[config.mk]
export PLATFORM = sky130hd
export DESIGN_NAME = imem_loader
export DESIGN_NICKNAME = d
export VERILOG_FILES = /design/src/rtl/imem_loader_pkg.sv /design/src/rtl/word_assembler.sv /design/src/rtl/imem_loader.sv
export SDC_FILE = /design/constraint.sdc
export NUM_CORES = 1
export LEC_CHECK = 0
export BUFFER_PORTS_ARGS = -buffer_cell sky130_fd_sc_hd__buf_4
export CELL_PAD_IN_SITES_DETAIL_PLACEMENT = 0
export CELL_PAD_IN_SITES_GLOBAL_PLACEMENT = 2
export CORE_ASPECT_RATIO = 0.8
export CORE_MARGIN = 10
export CORE_UTILIZATION = 40
export CTS_CLUSTER_DIAMETER = 150
export DETAILED_ROUTE_END_ITERATION = 16
export HOLD_SLACK_MARGIN = 0.03
export PLACE_DENSITY_LB_ADDON = 0.1
export SYNTH_ARGS = -nofsm -noshare
export SYNTH_HDL_FRONTEND = slang
export SYNTH_SLANG_ARGS = --single-unit
[constraint.sdc]
create_clock -name clk -period 4.8 [get_ports clk]
set_input_delay 0.96 -clock clk [delete_from_list [all_inputs] [get_ports clk]]
set_output_delay 0.96 -clock clk [all_outputs]
set_load 0.1 [all_outputs]
[src/rtl/imem_loader_pkg.sv]
// imem_loader_pkg: shared constants and the loader FSM state encoding.
//   DEPTH          - instruction-memory depth in 32-bit words
//   AW             - word-address width (DEPTH == 2**AW)
//   BYTES_PER_WORD - bytes assembled per memory word
package imem_loader_pkg;
  localparam int DEPTH          = 32;
  localparam int AW             = 5;
  localparam int BYTES_PER_WORD = 4;

  typedef enum logic [2:0] {
    S_LEN  = 3'd0,
    S_BYTE = 3'd1,
    S_WR   = 3'd2,
    S_CHK  = 3'd3,
    S_DONE = 3'd4,
    S_ERR  = 3'd5
  } state_t;
endpackage

[src/rtl/word_assembler.sv]
// word_assembler: big-endian byte-to-word shift register with byte counter.
//   clk, reset  - clock, async active-high reset
//   clr         - synchronous clear of the partial word and counter
//   shift_en    - accept din into the word this cycle
//   din         - incoming byte
//   word_next   - word as it stands once din is shifted in
//   word_full   - this cycle's byte completes a word
module word_assembler
  import imem_loader_pkg::*;
(
  input  logic        clk,
  input  logic        reset,
  input  logic        clr,
  input  logic        shift_en,
  input  logic [7:0]  din,
  output logic [31:0] word_next,
  output logic        word_full
);
  localparam int CW = $clog2(BYTES_PER_WORD);

  logic [CW-1:0] cnt;
  logic [31:0]   word;

  // First byte ends up in [31:24] after three further shifts.
  assign word_next = {word[23:0], din};
  assign word_full = shift_en && (cnt == CW'(BYTES_PER_WORD - 1));

  always_ff @(posedge clk or posedge reset) begin
    if (reset) begin
      cnt  <= '0;
      word <= '0;
    end else if (clr) begin
      cnt  <= '0;
      word <= '0;
    end else if (shift_en) begin
      word <= word_next;
      cnt  <= word_full ? '0 : cnt + 1'b1;
    end
  end
endmodule

[src/rtl/imem_loader.sv]
// imem_loader: loads a length-prefixed, XOR-checksummed byte stream into an
// external instruction memory and releases the core from reset on success.
//   clk, reset          - clock, async active-high reset
//   in_data/in_valid    - load-stream byte and its valid
//   in_ready            - byte accepted when in_valid && in_ready
//   im_we/im_addr/im_wdata - one-cycle write strobe, word address, data
//   core_rst            - low only after a successful load
//   done / err          - sticky success / abort flags
module imem_loader
  import imem_loader_pkg::*;
#(
  parameter int DEPTH = imem_loader_pkg::DEPTH,
  parameter int AW    = imem_loader_pkg::AW
) (
  input  logic          clk,
  input  logic          reset,
  input  logic [7:0]    in_data,
  input  logic          in_valid,
  output logic          in_ready,
  output logic          im_we,
  output logic [AW-1:0] im_addr,
  output logic [31:0]   im_wdata,
  output logic          core_rst,
  output logic          done,
  output logic          err
);
  state_t        state, nstate;
  logic [AW-1:0] idx;
  logic [AW-1:0] len_m1;   // L-1: index of the last word
  logic [7:0]    chk;
  logic          len_ok;
  logic          asm_clr, asm_shift, word_full;
  logic [31:0]   word_next;

  assign len_ok = (in_data != 8'd0) && ({24'd0, in_data} <= 32'(DEPTH));

  word_assembler u_asm (
    .clk       (clk),
    .reset     (reset),
    .clr       (asm_clr),
    .shift_en  (asm_shift),
    .din       (in_data),
    .word_next (word_next),
    .word_full (word_full)
  );

  always_comb begin
    nstate    = state;
    in_ready  = 1'b0;
    im_we     = 1'b0;
    done      = 1'b0;
    err       = 1'b0;
    core_rst  = 1'b1;
    asm_clr   = 1'b0;
    asm_shift = 1'b0;
    case (state)
      S_LEN: begin
        in_ready = 1'b1;
        asm_clr  = 1'b1;
        if (in_valid) nstate = len_ok ? S_BYTE : S_ERR;
      end
      S_BYTE: begin
        in_ready  = 1'b1;
        asm_shift = in_valid;
        if (word_full) nstate = S_WR;
      end
      S_WR: begin
        im_we  = 1'b1;
        nstate = (idx == len_m1) ? S_CHK : S_BYTE;
      end
      S_CHK: begin
        in_ready = 1'b1;
        if (in_valid) nstate = (in_data == chk) ? S_DONE : S_ERR;
      end
      S_DONE: begin
        done     = 1'b1;
        core_rst = 1'b0;
      end
      S_ERR:   err    = 1'b1;
      default: nstate = S_LEN;
    endcase
  end

  always_ff @(posedge clk or posedge reset) begin
    if (reset) begin
      state    <= S_LEN;
      idx      <= '0;
      len_m1   <= '0;
      chk      <= '0;
      im_addr  <= '0;
      im_wdata <= '0;
    end else begin
      state <= nstate;
      if (state == S_LEN && in_valid) begin
        len_m1 <= AW'(in_data - 8'd1);
        chk    <= in_data;
        idx    <= '0;
      end
      if (state == S_BYTE && in_valid) chk <= chk ^ in_data;
      // Address/data are captured with the 4th byte so they are valid during
      // the S_WR strobe and then simply hold until the next word.
      if (word_full) begin
        im_addr  <= idx;
        im_wdata <= word_next;
      end
      // Stop advancing on the last word so the index never wraps.
      if (state == S_WR && idx != len_m1) idx <= idx + 1'b1;
    end
  end
endmodule
Word-level counts from Yosys, hierarchy flattened
Cells that the tools add are included.
Word-level totals
  input port bits: 11
  output and inout port bits: 42
  register bits after elaboration: 84
  word-level logic and storage cells: 62
Cells by class
  add/subtract/negate cells: 3
  mux-type cells: 23
  magnitude comparators: 1
  bitwise logic cells: 2
  eq/ne operators: 12
  reductions and logical operators: 13
Operator list (count)
  2-to-1 mux 24 bit: 2
  2-to-1 mux 8 bit: 2
  one-hot mux 3 bit (5 select lines): 1
  2-to-1 mux 3 bit: 4
  2-to-1 mux 5 bit: 2
  equality test 8 bit: 1
  <= comparator 8 x 6 -> 1 bit, second input constant: 1
  2-to-1 mux 1 bit: 8
  2-to-1 mux 2 bit: 4
  nonzero test 8 bit: 1
  bitwise XOR 8 bit: 1
  equality test 3 x 2 -> 1 bit, second input constant: 2
  equality test 3 bit, second input constant: 2
  nonzero test 2 bit: 3
  adder 5 x 1 -> 5 bit, second input constant: 1
  equality test 5 bit: 1
  logical AND 1 bit: 5
  != test 5 bit: 1
  subtractor 5 x 1 -> 5 bit, second input constant: 1
  != test 2 bit, second input constant: 2
  AND reduction 4 bit: 1
  equality test 3 x 1 -> 1 bit, second input constant: 1
  zero test 3 bit: 1
  OR reduction 3 bit: 1
  other kinds (5): 5

Longest topological paths before layout
Gate-level depths: netlist of run 1.
  depth in word-level cells: 6
  depth in mapped cells: 8
  gate-level depth less buffers: 7

Hierarchy
From an unflattened synthesis of run 1, not the netlist that was laid out.
Second synthesis, totals
  cell total of the unflattened synthesis: 310
  area total of the unflattened synthesis: 3779.9 sq um
Modules (own cells, without submodules)
  imem_loader: area an instance 2621.3 sq um, sequential area each 1451.4 sq um, instances 1, cells an instance 215
  word_assembler: area an instance 1158.6 sq um, sequential area each 650.6 sq um, instances 1, cells an instance 95

Worst setup path after synthesis of run 1
No wires, ideal clock.
  kind: register to output
  from: register state[0]
  to: output err
  data required time: 3.840 ns
  data arrival time: 2.756 ns
  cell stages (with the launch flop): 3
  setup slack: 1.084 ns
  buffers on the path: 0
  cells stage by stage: dfrtp_1 inv_1 nor3b_1
On the way
  longest elaborated chain between the ends: 2
RTL lines
  start: declaration: RTL line imem_loader.sv:27  | state_t state, nstate;
  start signal: assignment: RTL line imem_loader.sv:93  | state <= nstate;
  equality test 3 bit: RTL line imem_loader.sv:56  | case (state)
  2-to-1 mux 1 bit: RTL line imem_loader.sv:56
  end: declaration: RTL line imem_loader.sv:25  | output logic err
No other way between the ends.

Worst setup path in the final report of run 1
Ends and elaborated chain as after synthesis.

==> impl_metrics.toml, run 1 <==
[status]
status = "finished, final reports clean"

[finish]
final_area_um2 = 4510
fin_nets = 364
postLayoutCoreUtil_pct = 49.5
drive_above_1_share_pct = 31.5
layout.cells.non_filler = 470
diodes = 0
area_delta_synth_final_pct = 20.2

[synth]
syn-num-nets = 317
postSynth.asyncResetShare_pct = 100
ys.flop_type = "sky130_fd_sc_hd__dfrtp_1"
post_synth_num_cell_types = 40
synth_seq_area_share_pct = 56.0
syn_avg_cell_area_um2 = 12.4
register_bit_count_reported_by_yosys = 84
edff_count_synth = 0
netlist_instances = 303
synth_area_um2 = 3760
synth.yosys.warnings = 0

[sta]
max_slew_margin_pct = 36.1
finalHoldViolCount = 0
fin_crit_ps = 2570
max_clock_freq_mhz = 390
setup_viol = 0
setup-tns-final_ps = 0
timing_worst_slew_pin_value_ps = 959
setup_slack_ps = 2230
final-max-slew-violation-count = 0
finalClockSkew_ps = 3.40
hold_ws_ps = 488
final_period_utilization_pct = 53.5
unrepaired_setup_endpoints_after_global_routing = "false"

[power_and_ir_drop]
peakVddDrop_uv = 231
power_per_cell_area_nw_per_um2 = 382
leakage_nw = 2.26
totalPowerFinal_mw = 1.72

[setup_path]
ff2ff_setup_slack_ps = 2460
path_max_fanout = 10
worst_setup_path_end_kind = "output port"
crit_path_category = "flop to output port"
required_worst_endpoint_ps = 3840
start_kind = "flop"
arrival_ps = 1610

[cts]
cts.clk_slew.worst_paths_ps = 60
cts_num_sinks = 84
clock_buffer_depth = 2
numCtsBuffers = 9
post_cts.resized_instances = 0
clock_latency_ps = 340
cts_hold_repair.buffers = 0
cts-htree-levels = 3
tritoncts = "built"
cts_root_buffer = "sky130_fd_sc_hd__clkbuf_16"
cts.repair_timing.setup_buffer_count = 0

[global_route]
globalRouteOverflowTotal = 0
grt_pass1_wl_mm = 13.4
initial_antenna_violation_count = 0
grt_start_max_net_pins = 55
vias_in_the_first_global_route = 2375
grtUsageTotal_pct = 12.4

[drt]
ant_nets = 0
met3_wirelength_um = 541
initialDrtViolationCount = 157
post_drt_via_cell_ratio = 5.10
met2_wirelength_mm = 3.51
drt_wl_total_mm = 8.31
drtPass1Iterations = 4
avgRoutedWirePerCell_um = 17.7
top_layer = "met4"
drc_errors = 0
num_vias = 2397
sum_of_routed_wire_segments_on_met1_mm = 4.14

[die]
core_area_um2 = 9110
effective_utilization_at_floorplan_pct = 41.2
rows = 31
die-height_um = 107
boundaryPins = 53
die_w_um = 128
floorplan.die_area_um2 = 13700

[place]
dp_cells = 454
portBuffers = 52
dp_hpwl_mm = 5.68
placed_area_um2 = 4210
detailedPlace.worstSlack_ps = 1940
gpl.final_weighted_congestion = 0.712

[min_path]
worstHoldPathType = "flop to flop"

[run]
max_cap_violations = 0
## routing by layer
metal | track usage [%] | vias up
met5 | 0 | -
met4 | 4.57 | 0
met3 | 4.28 | 11
met2 | 17.3 | 62
met1 | 17.2 | 1153
li1 | - | 1171
## synthesized netlist by cell type (5+ instances only)
| cell type | n | area, um^2 |
|---|---|---|
| sky130_fd_sc_hd__dfrtp_1 | 84 | 2100 |
| sky130_fd_sc_hd__mux2_4 | 34 | 510 |
| sky130_fd_sc_hd__a22o_1 | 20 | 175 |
| sky130_fd_sc_hd__nand2_1 | 20 | 75.1 |
| sky130_fd_sc_hd__nor2_1 | 18 | 67.6 |
| sky130_fd_sc_hd__o21ai_0 | 18 | 90.1 |
| sky130_fd_sc_hd__a21oi_1 | 16 | 80.1 |
| sky130_fd_sc_hd__xnor2_1 | 11 | 96.3 |
| sky130_fd_sc_hd__a311oi_1 | 8 | 70.1 |
| sky130_fd_sc_hd__buf_2 | 8 | 40.0 |
| sky130_fd_sc_hd__nand3_1 | 8 | 40.0 |
| sky130_fd_sc_hd__inv_1 | 7 | 26.3 |
| sky130_fd_sc_hd__xor2_1 | 6 | 52.6 |
| sky130_fd_sc_hd__clkbuf_1 | 5 | 18.8 |
| sky130_fd_sc_hd__nor2b_1 | 5 | 31.3 |
## critical path: stages (launching register included)
cell and delay (ps):
sky130_fd_sc_hd__dfrtp_1 450, sky130_fd_sc_hd__inv_1 200, sky130_fd_sc_hd__nor3b_1 280, sky130_fd_sc_hd__buf_4 340
## kinds of logic after synthesis
logic type / count (synthesis) / synth area share [%]
flops: 84 / 56.0
compound gates: 71 / 12.8
simple gates: 66 / 8.53
mux: 35 / 13.9
buf+inv: 27 / 3.86
xor+xnor: 17 / 3.96
fa+ha+maj: 3 / 0.999
## power by group
group          internal, mW  switching [mW]
combinational        0.0833          0.0898
sequential            0.776          0.0714
clock                 0.430           0.272
total                  1.29           0.434
## flip-flops by register name, summed over array words and instances, names as in the netlist
| name | flops |
|---|---|
| im_wdata | 32 |
| u_asm.cnt | 2 |
| im_addr | 5 |
| idx | 5 |
| state | 3 |
| len_m1 | 5 |
| chk | 8 |
| u_asm.word | 24 |
## final cells by class
class | instances | area [um^2]
repair buffers | 56 | 420
clock buffers | 12 | 256
multi-input cells | 192 | 1520
fillers | 806 | 4600
well taps | 115 | 144
flip-flops and latches | 84 | 2100
clock inverters | 4 | 47.5
inverters | 7 | 27.5
## worst paths after layout
kind | startpoint | end | cells after the start
max in group asynchronous | reset | im_wdata[25]$_DFFE_PP0P_ | 3
worst max-delay path | state[0]$_DFFE_PP0P_ | err | 3
worst min-delay path | im_wdata[1]$_DFFE_PP0P_ | im_wdata[1]$_DFFE_PP0P_ | 2
worst min register to register | im_wdata[1]$_DFFE_PP0P_ | im_wdata[1]$_DFFE_PP0P_ | 2
min in group asynchronous | reset | im_wdata[28]$_DFFE_PP0P_ | 2
worst max register to register | state[2]$_DFFE_PP0P_ | idx[2]$_DFFE_PP0P_ | 4
## placed cells by master, fill, tap and decap left out, drive strengths merged, types with 2 or more instances in the layout
master	count
ha	3
xnor2	11
nor2b	5
clkinv	3
nand2	21
a21oi	16
or3	2
and2b	2
mux2	34
inv	6
a22o	20
nor2	18
dfrtp	84
a311oi	8
o21ai	20
nor3	4
buf	56
nand3	8
clkbuf	12
xor2	6
Note: power is estimated with default switching activity, not from simulation.
==> run 2: changes to the inputs <==
--- a/config.mk
+++ b/config.mk
@@ -10,7 +10,7 @@
 export CELL_PAD_IN_SITES_GLOBAL_PLACEMENT = 2
 export CORE_ASPECT_RATIO = 0.8
 export CORE_MARGIN = 10
-export CORE_UTILIZATION = 40
+export CORE_UTILIZATION = 35
 export CTS_CLUSTER_DIAMETER = 150
 export DETAILED_ROUTE_END_ITERATION = 16
 export HOLD_SLACK_MARGIN = 0.03
==> constraint.sdc (replaced) <==
create_clock -name clk -period 2.2 [get_ports clk]
set_input_delay 0.44 -clock clk [delete_from_list [all_inputs] [get_ports clk]]
set_output_delay 0.44 -clock clk [all_outputs]
set_load 0.1 [all_outputs]
==> run 2 against run 1 <==
Effect of this change:
- routed wire length is 3.9% higher
- critical path type unchanged
- first-iteration DRC count decreased by 29%
- sequential cell count stayed put
==> impl_metrics.toml, run 2 (synthesized netlist as in run 1, its figures left out) <==
[status]
status = "finished, final reports clean"

[cts]
cts.repair_timing.setup_buffer_count = 0
clock_buffer_depth = 2
post_cts.resized_instances = 0
cts_hold_repair.buffers = 0
clock_latency_ps = 340
cts_num_sinks = 84
cts-htree-levels = 3
cts.clk_slew.worst_paths_ps = 60
cts_root_buffer = "sky130_fd_sc_hd__clkbuf_16"
numCtsBuffers = 9
tritoncts = "built"

[setup_path]
path_max_fanout = 11
start_kind = "flop"
worst_setup_path_end_kind = "output port"
crit_path_category = "flop to output port"
required_worst_endpoint_ps = 1760
arrival_ps = 1640

[sta]
fin_crit_ps = 2080
unrepaired_setup_endpoints_after_global_routing = "false"
max_clock_freq_mhz = 480
timing_worst_slew_pin_value_ps = 497
final-max-slew-violation-count = 0
final_period_utilization_pct = 94.6
setup-tns-final_ps = 0
max_slew_margin_pct = 66.8
setup_viol = 0
finalClockSkew_ps = 4.26
finalHoldViolCount = 0

[finish]
reg_top3 = "im_wdata: 32 flops, u_asm.word: 24 flops, chk: 8 flops"
mostFrequentLayoutCells = "84 x sky130_fd_sc_hd__dfrtp_1, 55 x sky130_fd_sc_hd__buf_4, 34 x sky130_fd_sc_hd__mux2_4"
drive_above_1_share_pct = 32.5
layout.cells.non_filler = 497
largest_reg_by_ff_count = "im_wdata"
postLayoutCoreUtil_pct = 44.5
diodes = 0
fin_nets = 367
largest_reg_flops = 32
most_frequent_standard_cell_in_the_layout_excluding_fill_and_tap_cells = "sky130_fd_sc_hd__dfrtp_1"
area_delta_synth_final_pct = 22.9

[place]
dp_hpwl_mm = 5.87
portBuffers = 52
gpl.final_weighted_congestion = 0.710
dp_cells = 482

[min_path]
worstHoldPathType = "input pin to async pin"

[die]
core_area_um2 = 10400
die-height_um = 113
rows = 33
die_w_um = 136
effective_utilization_at_floorplan_pct = 36.2
boundaryPins = 53
floorplan.die_area_um2 = 15300

[run]
max_cap_violations = 0

[global_route]
globalRouteOverflowTotal = 0
vias_in_the_first_global_route = 2596
initial_antenna_violation_count = 0
grtUsageTotal_pct = 12.1
grt_start_max_net_pins = 38
grt_pass1_wl_mm = 14.6

[power_and_ir_drop]
power_per_cell_area_nw_per_um2 = 805
totalPowerFinal_mw = 3.71
peakVddDrop_uv = 339
leakage_nw = 2.28

[drt]
num_vias = 2441
drtPass1Iterations = 4
post_drt_via_cell_ratio = 4.91
drt_wl_total_mm = 8.64
initialDrtViolationCount = 112
drc_errors = 0
ant_nets = 0
avgRoutedWirePerCell_um = 17.4
==> run 2: changes by cell type in the layout (fill, tap and decap cells not counted), sizes merged <==
cell      previous run  this run
buf                 56        59
clkinv               3         1
clkbuf              12        13
inv                  6         5
clkinvlp             1         2
==> run 2: metrics by stage <==
stage	worst slack [ps]	hold slack (ps)	area, um^2
finish	118	138	4610
global route	20.5	156	4610
CTS	93.3	145	4610
floorplan	-12.7	466	3770
detailed placement	229	483	4330
global placement	268	474	4330
==> run 2: final timing paths <==
kind / cells past startpoint / slack [ps] / startpoint / endpoint
setup / recovery: 3 / 120 / state[1]$_DFFE_PP0P_ / im_we
hold / removal: 2 / 140 / reset / im_addr[4]$_DFFE_PP0P_
setup reg to reg: 4 / 480 / state[2]$_DFFE_PP0P_ / im_wdata[18]$_DFFE_PP0P_
hold reg to reg: 2 / 480 / im_addr[2]$_DFFE_PP0P_ / im_addr[2]$_DFFE_PP0P_
max in group asynchronous: 3 / 1520 / reset / u_asm.word[8]$_DFFE_PP0P_
min in group clk: 2 / 350 / in_data[0] / chk[0]$_DFFE_PP0P_
==> run 2: per-layer routing <==
layer  up-vias  part of all wire, %  GRT usage (%)
li1       1173                    -              -
met1      1204                   51           16.7
met2        54                   43           17.1
met3        10                  5.3           4.41
met4         0                  1.1           3.80
met5         -                    0              0
==> run 2: area by class of cell <==
class,count,area [um^2]
clock buffers,13,250
clock inverters,2,35.0
fillers,948,5750
inverters,7,33.8
multi-input cells,192,1530
flip-flops and latches,84,2100
well taps,140,175
repair buffers,59,493
==> run 2: power by group <==
part | total [mW] | leakage (nW) | switching [mW] | internal [mW]
clock | 1.48 | 0.140 | 0.574 | 0.903
combinational | 0.385 | 0.995 | 0.196 | 0.188
sequential | 1.85 | 1.15 | 0.159 | 1.69
total | 3.71 | 2.28 | 0.929 | 2.79
==> run 2: worst max-delay path, stage by stage (launching register included) <==
cell                      delay (ps)
sky130_fd_sc_hd__dfrtp_1         580
sky130_fd_sc_hd__and2b_1         230
sky130_fd_sc_hd__and2b_1         180
sky130_fd_sc_hd__buf_4           300
